===== src/rtl/upstream_processor.sv =====
// upstream_processor
//   Buffers local write commands in a small FIFO and forwards them one at a
//   time to the downstream processor using a 4-phase memwr/ack handshake.
//   An attempt that sees no ack within TIMEOUT cycles is abandoned and
//   retried up to MAX_RETRY times; after that the entry is dropped and
//   counted as an error.
//
// Parameters
//   DEPTH      command FIFO entries (power of two, >= 2)
//   TIMEOUT    cycles in REQ without ack before an attempt is abandoned
//   MAX_RETRY  re-attempts after the first before an entry is dropped
//
// Ports
//   clk, rst_n            clock, asynchronous active-low reset
//   cmd_valid/cmd_ready   command push handshake (cmd_ready = not full)
//   cmd_addr, cmd_data    command payload
//   memwr                 registered write request to downstream
//   mem_addr, mem_data    registered payload of the in-flight entry
//   ack                   downstream acknowledge
//   busy                  FSM not idle or FIFO non-empty
//   done_count            completed writes (wraps)
//   err_count             dropped entries (saturates at 15)
//   err                   sticky drop flag
module upstream_processor #(
  parameter int DEPTH     = 4,
  parameter int TIMEOUT   = 16,
  parameter int MAX_RETRY = 3
) (
  input  logic       clk,
  input  logic       rst_n,
  input  logic       cmd_valid,
  output logic       cmd_ready,
  input  logic [7:0] cmd_addr,
  input  logic [7:0] cmd_data,
  output logic       memwr,
  output logic [7:0] mem_addr,
  output logic [7:0] mem_data,
  input  logic       ack,
  output logic       busy,
  output logic [7:0] done_count,
  output logic [3:0] err_count,
  output logic       err
);

  localparam int AW = (DEPTH > 1) ? $clog2(DEPTH) : 1;
  localparam int TW = (TIMEOUT > 1) ? $clog2(TIMEOUT) : 1;
  localparam int RW = (MAX_RETRY > 0) ? $clog2(MAX_RETRY + 1) : 1;

  localparam logic [AW:0]   FULL_CNT = (AW + 1)'(DEPTH);
  localparam logic [TW-1:0] T_LAST   = TW'(TIMEOUT - 1);
  localparam logic [RW-1:0] R_MAX    = RW'(MAX_RETRY);

  typedef enum logic [1:0] {IDLE, REQ, RELEASE, RETRY} state_t;

  function automatic logic [3:0] sat_inc4(input logic [3:0] v);
    return (v == 4'hF) ? v : v + 4'd1;
  endfunction

  // Command FIFO. The in-flight entry stays at the head until it completes
  // or is dropped, so a retry re-reads nothing and the FIFO order is kept.
  logic [15:0]   fifo_mem [DEPTH];
  logic [AW-1:0] wptr, rptr;
  logic [AW:0]   count;
  logic          full, empty, push, pop;
  logic [15:0]   head;

  assign full      = (count == FULL_CNT);
  assign empty     = (count == '0);
  assign cmd_ready = ~full;
  assign push      = cmd_valid & ~full;
  assign head      = fifo_mem[rptr];

  always_ff @(posedge clk) begin
    if (push) fifo_mem[wptr] <= {cmd_addr, cmd_data};
  end

  always_ff @(posedge clk or negedge rst_n) begin
    if (!rst_n) begin
      wptr  <= '0;
      rptr  <= '0;
      count <= '0;
    end else begin
      if (push) wptr <= wptr + AW'(1);
      if (pop)  rptr <= rptr + AW'(1);
      if (push && !pop)      count <= count + (AW + 1)'(1);
      else if (pop && !push) count <= count - (AW + 1)'(1);
    end
  end

  // Handshake FSM
  state_t        state, state_n;
  logic [TW-1:0] tcnt, tcnt_n;
  logic [RW-1:0] rcnt, rcnt_n;
  logic          memwr_n, err_n;
  logic [7:0]    addr_n, data_n, done_n;
  logic [3:0]    errc_n;

  always_ff @(posedge clk or negedge rst_n) begin
    if (!rst_n) begin
      state      <= IDLE;
      tcnt       <= '0;
      rcnt       <= '0;
      memwr      <= 1'b0;
      mem_addr   <= '0;
      mem_data   <= '0;
      done_count <= '0;
      err_count  <= '0;
      err        <= 1'b0;
    end else begin
      state      <= state_n;
      tcnt       <= tcnt_n;
      rcnt       <= rcnt_n;
      memwr      <= memwr_n;
      mem_addr   <= addr_n;
      mem_data   <= data_n;
      done_count <= done_n;
      err_count  <= errc_n;
      err        <= err_n;
    end
  end

  always_comb begin
    state_n = state;
    tcnt_n  = tcnt;
    rcnt_n  = rcnt;
    memwr_n = memwr;
    addr_n  = mem_addr;
    data_n  = mem_data;
    done_n  = done_count;
    errc_n  = err_count;
    err_n   = err;
    pop     = 1'b0;
    unique case (state)
      IDLE: begin
        if (!empty) begin
          {addr_n, data_n} = head;
          tcnt_n  = '0;
          rcnt_n  = '0;
          memwr_n = 1'b1;
          state_n = REQ;
        end
      end
      REQ: begin
        // ack in the final timeout cycle still counts as success
        if (ack) begin
          memwr_n = 1'b0;
          pop     = 1'b1;
          done_n  = done_count + 8'd1;
          state_n = RELEASE;
        end else if (tcnt == T_LAST) begin
          memwr_n = 1'b0;
          if (rcnt < R_MAX) begin
            rcnt_n  = rcnt + RW'(1);
            state_n = RETRY;
          end else begin
            pop     = 1'b1;
            errc_n  = sat_inc4(err_count);
            err_n   = 1'b1;
            state_n = IDLE;
          end
        end else begin
          tcnt_n = tcnt + TW'(1);
        end
      end
      RETRY: begin
        // one idle cycle between attempts; payload registers are untouched
        tcnt_n  = '0;
        memwr_n = 1'b1;
        state_n = REQ;
      end
      RELEASE: begin
        if (!ack) state_n = IDLE;
      end
      default: state_n = IDLE;
    endcase
  end

  assign busy = (state != IDLE) | ~empty;

endmodule


===== config.mk =====
export PLATFORM = sky130hd
export DESIGN_NAME = upstream_processor
export DESIGN_NICKNAME = d
export VERILOG_FILES = /design/src/rtl/upstream_processor.sv
export SDC_FILE = /design/constraint.sdc
export NUM_CORES = 1
export LEC_CHECK = 0
export CORE_MARGIN = 2
export CORE_UTILIZATION = 40
export DETAILED_ROUTE_END_ITERATION = 8
export PLACE_DENSITY = 0.67
export RECOVER_POWER = 50
export SYNTH_ARGS = -nofsm -noshare
export SYNTH_HDL_FRONTEND = slang
export SYNTH_SLANG_ARGS = --single-unit
export TNS_END_PERCENT = 50

===== constraint.sdc =====
create_clock -name clk -period 3 [get_ports clk]
set_clock_uncertainty 0.05 [all_clocks]
set_input_delay 0.45 -clock clk [delete_from_list [all_inputs] [get_ports clk]]
set_output_delay 0.45 -clock clk [all_outputs]
set_load 0.02 [all_outputs]

=== After elaboration in Yosys (flattened, before gate mapping) ===
Memories as Yosys holds them, arrays and structs flattened. A register that Yosys moved wholly into a read port is not among the register bits.
Index checks and enable logic that the tools add are counted.

* Bits in registers: 29
* RAM bits: 64
* Output and inout port bits: 32
* Logic and storage cells: 86
* Memories kept: 1

* Add/sub/neg operators: 8
* $lt $le $gt $ge: 1
* Equal/unequal tests: 13
* Multiplexer cells: 27
* Bitwise gates (word level): 7
* Reductions and logical operators: 19

{| class="wikitable"
|+ Memories
! name !! depth !! width !! read ports !! clocked after memory_dff !! write ports !! line !! RTL
|-
| fifo_mem || 4 || 16 || 1 || 1 || 1 || 61 || <nowiki>logic [15:0] fifo_mem [DEPTH];</nowiki>
|}

{| class="wikitable"
|+ Operator list
! operator !! number
|-
| $mux 2 || 9
|-
| $mux 4 || 3
|-
| $ne 2x2->1 const B || 6
|-
| $pmux 4 s3 || 1
|-
| $reduce_and 5->1 || 2
|-
| $mux 1 || 9
|-
| $add 4x1->4 const B || 2
|-
| $add 8x1->8 const B || 1
|-
| $eq 4x4->1 const B || 2
|-
| $pmux 2 s4 || 1
|-
| $reduce_and 4->1 || 2
|-
| $add 2x1->2 const B || 3
|-
| $mux 3 || 2
|-
| $reduce_and 3->1 || 2
|-
| $reduce_bool 2->1 || 3
|-
| $not 1->1 || 5
|-
| $eq 2x2->1 const B || 2
|-
| $pmux 2 s2 || 1
|-
| $reduce_and 2->1 || 2
|-
| $add 3x1->3 const B || 1
|-
| $eq 3x3->1 const B || 1
|-
| $logic_not 1->1 || 3
|-
| $logic_not 3->1 || 1
|-
| $ne 3x3->1 const B || 1
|-
| other kinds (9) || 10
|}

=== Longest topological paths before layout ===
* Depth after elaboration: 8
* Depth in mapped cells: 11
* Mapped depth without buffers: 9

=== Worst setup path after synthesis ===
OpenSTA, ideal clock, no wires.

* Path kind: register to register
* From: register state[1]
* To: register count[1]
* Library setup time: 0.125 ns
* Arrival time: 2.134 ns
* Required time: 2.825 ns
* Setup slack: 0.691 ns
* Cell stages (with the launch flop): 10
* Period minus slack after synthesis: 2.309 ns
* Cell sequence: dfrtp_1 -> inv_1 -> ha_1 -> buf_2 -> buf_1 -> o21ai_0 -> ha_1 -> inv_1 -> fa_1 -> mux2_2

* Longest elaborated chain between the ends: 5
* Elaborated cells between the ends (all ways): 7
* Those cells by class: 1 x eq/ne; 2 x mux; 4 x reduce/logical

{| class="wikitable"
|+ Ends and longest elaborated chain
! what !! line !! RTL
|-
| start: declaration || 91 || <nowiki>state_t state, state_n;</nowiki>
|-
| start signal: assignment || 110 || <nowiki>state <= state_n;</nowiki>
|-
| $eq 2x1->1 * || 133 || <nowiki>unique case (state)</nowiki>
|-
| $mux 1 * || 133 ||
|-
| $logic_not 1->1 || 85 || <nowiki>if (push && !pop) count <= count + (AW + 1)'(1);</nowiki>
|-
| $logic_and 1x1->1 || 85 ||
|-
| $mux 3 or $reduce_bool 2->1 (tied branches) || -- ||
|-
| end signal: assignment || 85 ||
|-
| end signal: assignment || 86 || <nowiki>else if (pop && !push) count <= count - (AW + 1)'(1);</nowiki>
|-
| end: declaration || 63 || <nowiki>logic [AW:0] count;</nowiki>
|}

Every way passes the cells marked *; elsewhere a longest branch is shown, timed or not.
A chain may end at the register's enable or synchronous reset.

=== Worst setup path in the final report ===
* From: register state[1]
* To: output port busy

* Longest elaborated chain between the ends: 2

{| class="wikitable"
|+ Ends and longest elaborated chain
! what !! line !! RTL
|-
| $reduce_bool 2->1 || 178 || <nowiki>assign busy = (state != IDLE) | ~empty;</nowiki>
|-
| $or 1x1->1 || 178 ||
|-
| end: declaration || 39 || <nowiki>output logic busy,</nowiki>
|}

Every way passes these cells.

==> impl_metrics.yaml <==
critical_path:
  r2r-end: "count[2]$_DFFE_PN0P_"
  rrSetupSlack_ns: 0.43
  worst_setup_path_end_kind: "primary output"
  worstReg2RegStart: "tcnt[0]$_DFFE_PN0P_"
  critPathLaunchType: "flop"
  worstPathArrival_ns: 2.21
  cpPeakStageDelay_ns: 0.56
  crit_type: "reg -> out"
  crit_start: "state[1]$_DFFE_PN0P_"
  r2r_cells: 9
  crit_fanout: 8
  crit_path_cell_trace: "inv_1, ha_1, nor4b_4, inv_2, clkdlybuf4s50_1"
  required_ns: 2.50
  cp_slowest_cell: "clkdlybuf4s50_1"
  crit_path_end: "busy"
global_routing:
  antenna_found_initial: 1
  grt_max_degree: 31
  grt_pass1_wl_um: 12940
  grt_usage_pct: 13.81
  grt-ovfl-total: 0
  grt_pass1_vias: 2552
placed_design:
  placed_cells: 463
  io_buffers: 51
  place_ws_ns: 0.4399
  hpwl_um: 5238
  gp_congestion: 0.7634
  place_area_um2: 5269
yosys:
  syn-num-nets: 304
  postSynthCellCount: 270
  ys_warn_count: 0
  synthFlopType: "edfxtp_1"
  syn_area_per_cell_um2: 16.96
  synth-async-reset-ratio_pct: 41.28
  synth_edf_count: 64
  synth.area.top_cells: "edfxtp_1 42%, dfrtp_1 25%, mux2_2 5.4%"
  synth_cell_type_count: 51
  synth_top_area_share_pct: 41.98
  synth_top_area_cell: "edfxtp_1"
  seq_area_frac_synth_pct: 66.58
  synth-seq-cells: 109
  netlist_area_um2: 4578
route:
  vias: 2479
  avgRoutedWirePerCell_um: 16.92
  antenna_left: 0
  finalWirelength_um: 8140
  drt-initial-drc-count: 159
  drc_errors: 0
  avgViaCountPerCell: 5.154
  firstDrtPassIters: 4
clock_tree:
  clk_pin_slew_worst_paths_ns: 0.07
  cts-root-buf: "clkbuf_16"
  post_cts_buffers: 0
  cts_tree: "done"
  h-tree-depth: 3
  clockBufferDepth: 2
  clock_latency_ns: 0.34
  cts.sinks: 109
  numCtsBuffers: 9
finish:
  nets: 366
  layout-drive-gt1-share_pct: 17.51
  fin_util_pct: 49.38
  final_area_um2: 5567
  final_cells: 481
  final_cell_mix: "64 x edfxtp_1, 45 x dfrtp_1, 34 x clkdlybuf4s50_1"
  areaGrowthSynthToFinish_pct: 21.59
  final_common_cell: "edfxtp_1"
sta:
  rsz0062_at_grt: "no"
  finalHoldViolCount: 0
  finalSetupTns_ns: 0
  fmax_mhz: 369.1
  fin_ws_ns: 0.2910
  fin_crit_sh_pct: 90.30
  fin_crit_ns: 2.709
  maxSlewViolCount: 0
  worst_pin_slew_ns: 0.9431
  finalSetupViolCount: 0
  slew_headroom_pct: 37.13
floorplanning:
  coreArea_um2: 11270
  die_h_um: 111.0
  std_cell_rows: 39
  die_w_um: 111.0
  die-area_um2: 12320
  start_util_pct: 40.61
  ios: 52
worst_hold_path:
  hold_path.startpoint: "err$_DFFE_PN0P_"
  hold_path.class: "reg -> reg"
power:
  irDropWorstVdd_uv: 573.6
  power.density_nw_per_um2: 949.6
  p_leak_nw: 2.108
run_status:
  outcome: "finished clean"
run:
  drv_cap: 0
worst min path at each step:
stage	end	depth (start not counted)
2_1_floorplan	count[0]$_DFFE_PN0P_	0
3_3_place_gp	memwr$_DFFE_PN0P_	1
3_5_place_dp	memwr$_DFFE_PN0P_	1
4_1_cts	err$_DFFE_PN0P_	1
5_1_grt	err$_DFFE_PN0P_	1
6_report	err$_DFFE_PN0P_	1
where the power goes:
group          internal, W  switching (W)  total [W]
combinational     0.000947       0.000854    0.00180
sequential         0.00202       0.000312    0.00234
clock             0.000618       0.000531    0.00115
per-stage QoR:
step	hold slack, ns	total power [W]
2_1_floorplan	0.1044	0.003530
3_3_place_gp	0.3599	0.004160
3_5_place_dp	0.3536	0.004226
4_1_cts	0.4170	0.005387
5_1_grt	0.4386	0.005593
6_report	0.4125	0.005286
cell usage after synthesis, types with 4 or more instances:
library cell and n:
edfxtp_1 64, dfrtp_1 45, mux2_2 22, ha_1 13, inv_1 12, xnor2_1 9
mux4_1 8, mux4_2 8, nand2_1 8, nand3_1 8, nor2_1 7, xor2_1 5
and2_1 4, nand4_1 4, o21ai_0 4
cell type report:
class | instances | area (µm²)
inverters | 13 | 48.80
well taps | 143 | 178.9
clock inverters | 5 | 40.04
multi-input cells | 138 | 1416
flip-flops and latches | 109 | 3048
fillers | 981 | 5705
diodes | 1 | 2.502
clock buffers | 11 | 252.7
repair buffers | 61 | 579.3
registers in the layout, indices dropped and copies added (netlist names):
| register | flops |
|---|---|
| fifo_mem | 64 |
| rcnt | 2 |
| tcnt | 4 |
| err | 1 |
| err_count | 4 |
| wptr | 2 |
| done_count | 8 |
| memwr | 1 |
| rptr | 2 |
| state | 2 |
| count | 3 |
| mem_data | 8 |
| mem_addr | 8 |
per-layer routing:
metal / global-route usage (%) / up-vias / part of all wire (%)
li1: - / 1156 / -
met1: 16.07 / 1264 / 42
met2: 24.74 / 51 / 52
met3: 4.265 / 8 / 4.9
met4: 3.750 / 0 / 1.2
met5: 0 / - / 0
worst max-delay path: cells and delay by family, from the launching register on:
family,cells,cell delay [ns]
AND/OR/NAND/NOR,1,0.44
flip-flops,1,0.40
buffers and inverters,3,0.78
adder cells (fa/ha/maj),1,0.25
cell families after synthesis:
group | count (synthesis) | synth area share [%]
AOI/OAI and AO/OA | 24 | 4.237
xor gates and xnor gates | 14 | 2.678
DFF | 109 | 66.58
buffers and inverters | 23 | 2.405
adders and majority gates | 14 | 3.990
and+or+nand+nor | 46 | 5.739
muxes | 40 | 14.38
what timing repair did:
action | 4_1_cts | 5_1_grt
hold buffers | 1 | 0
resized for setup | 0 | 0
hold endpoints to repair | 15 | 0
(Power assumes the default switching activity.)
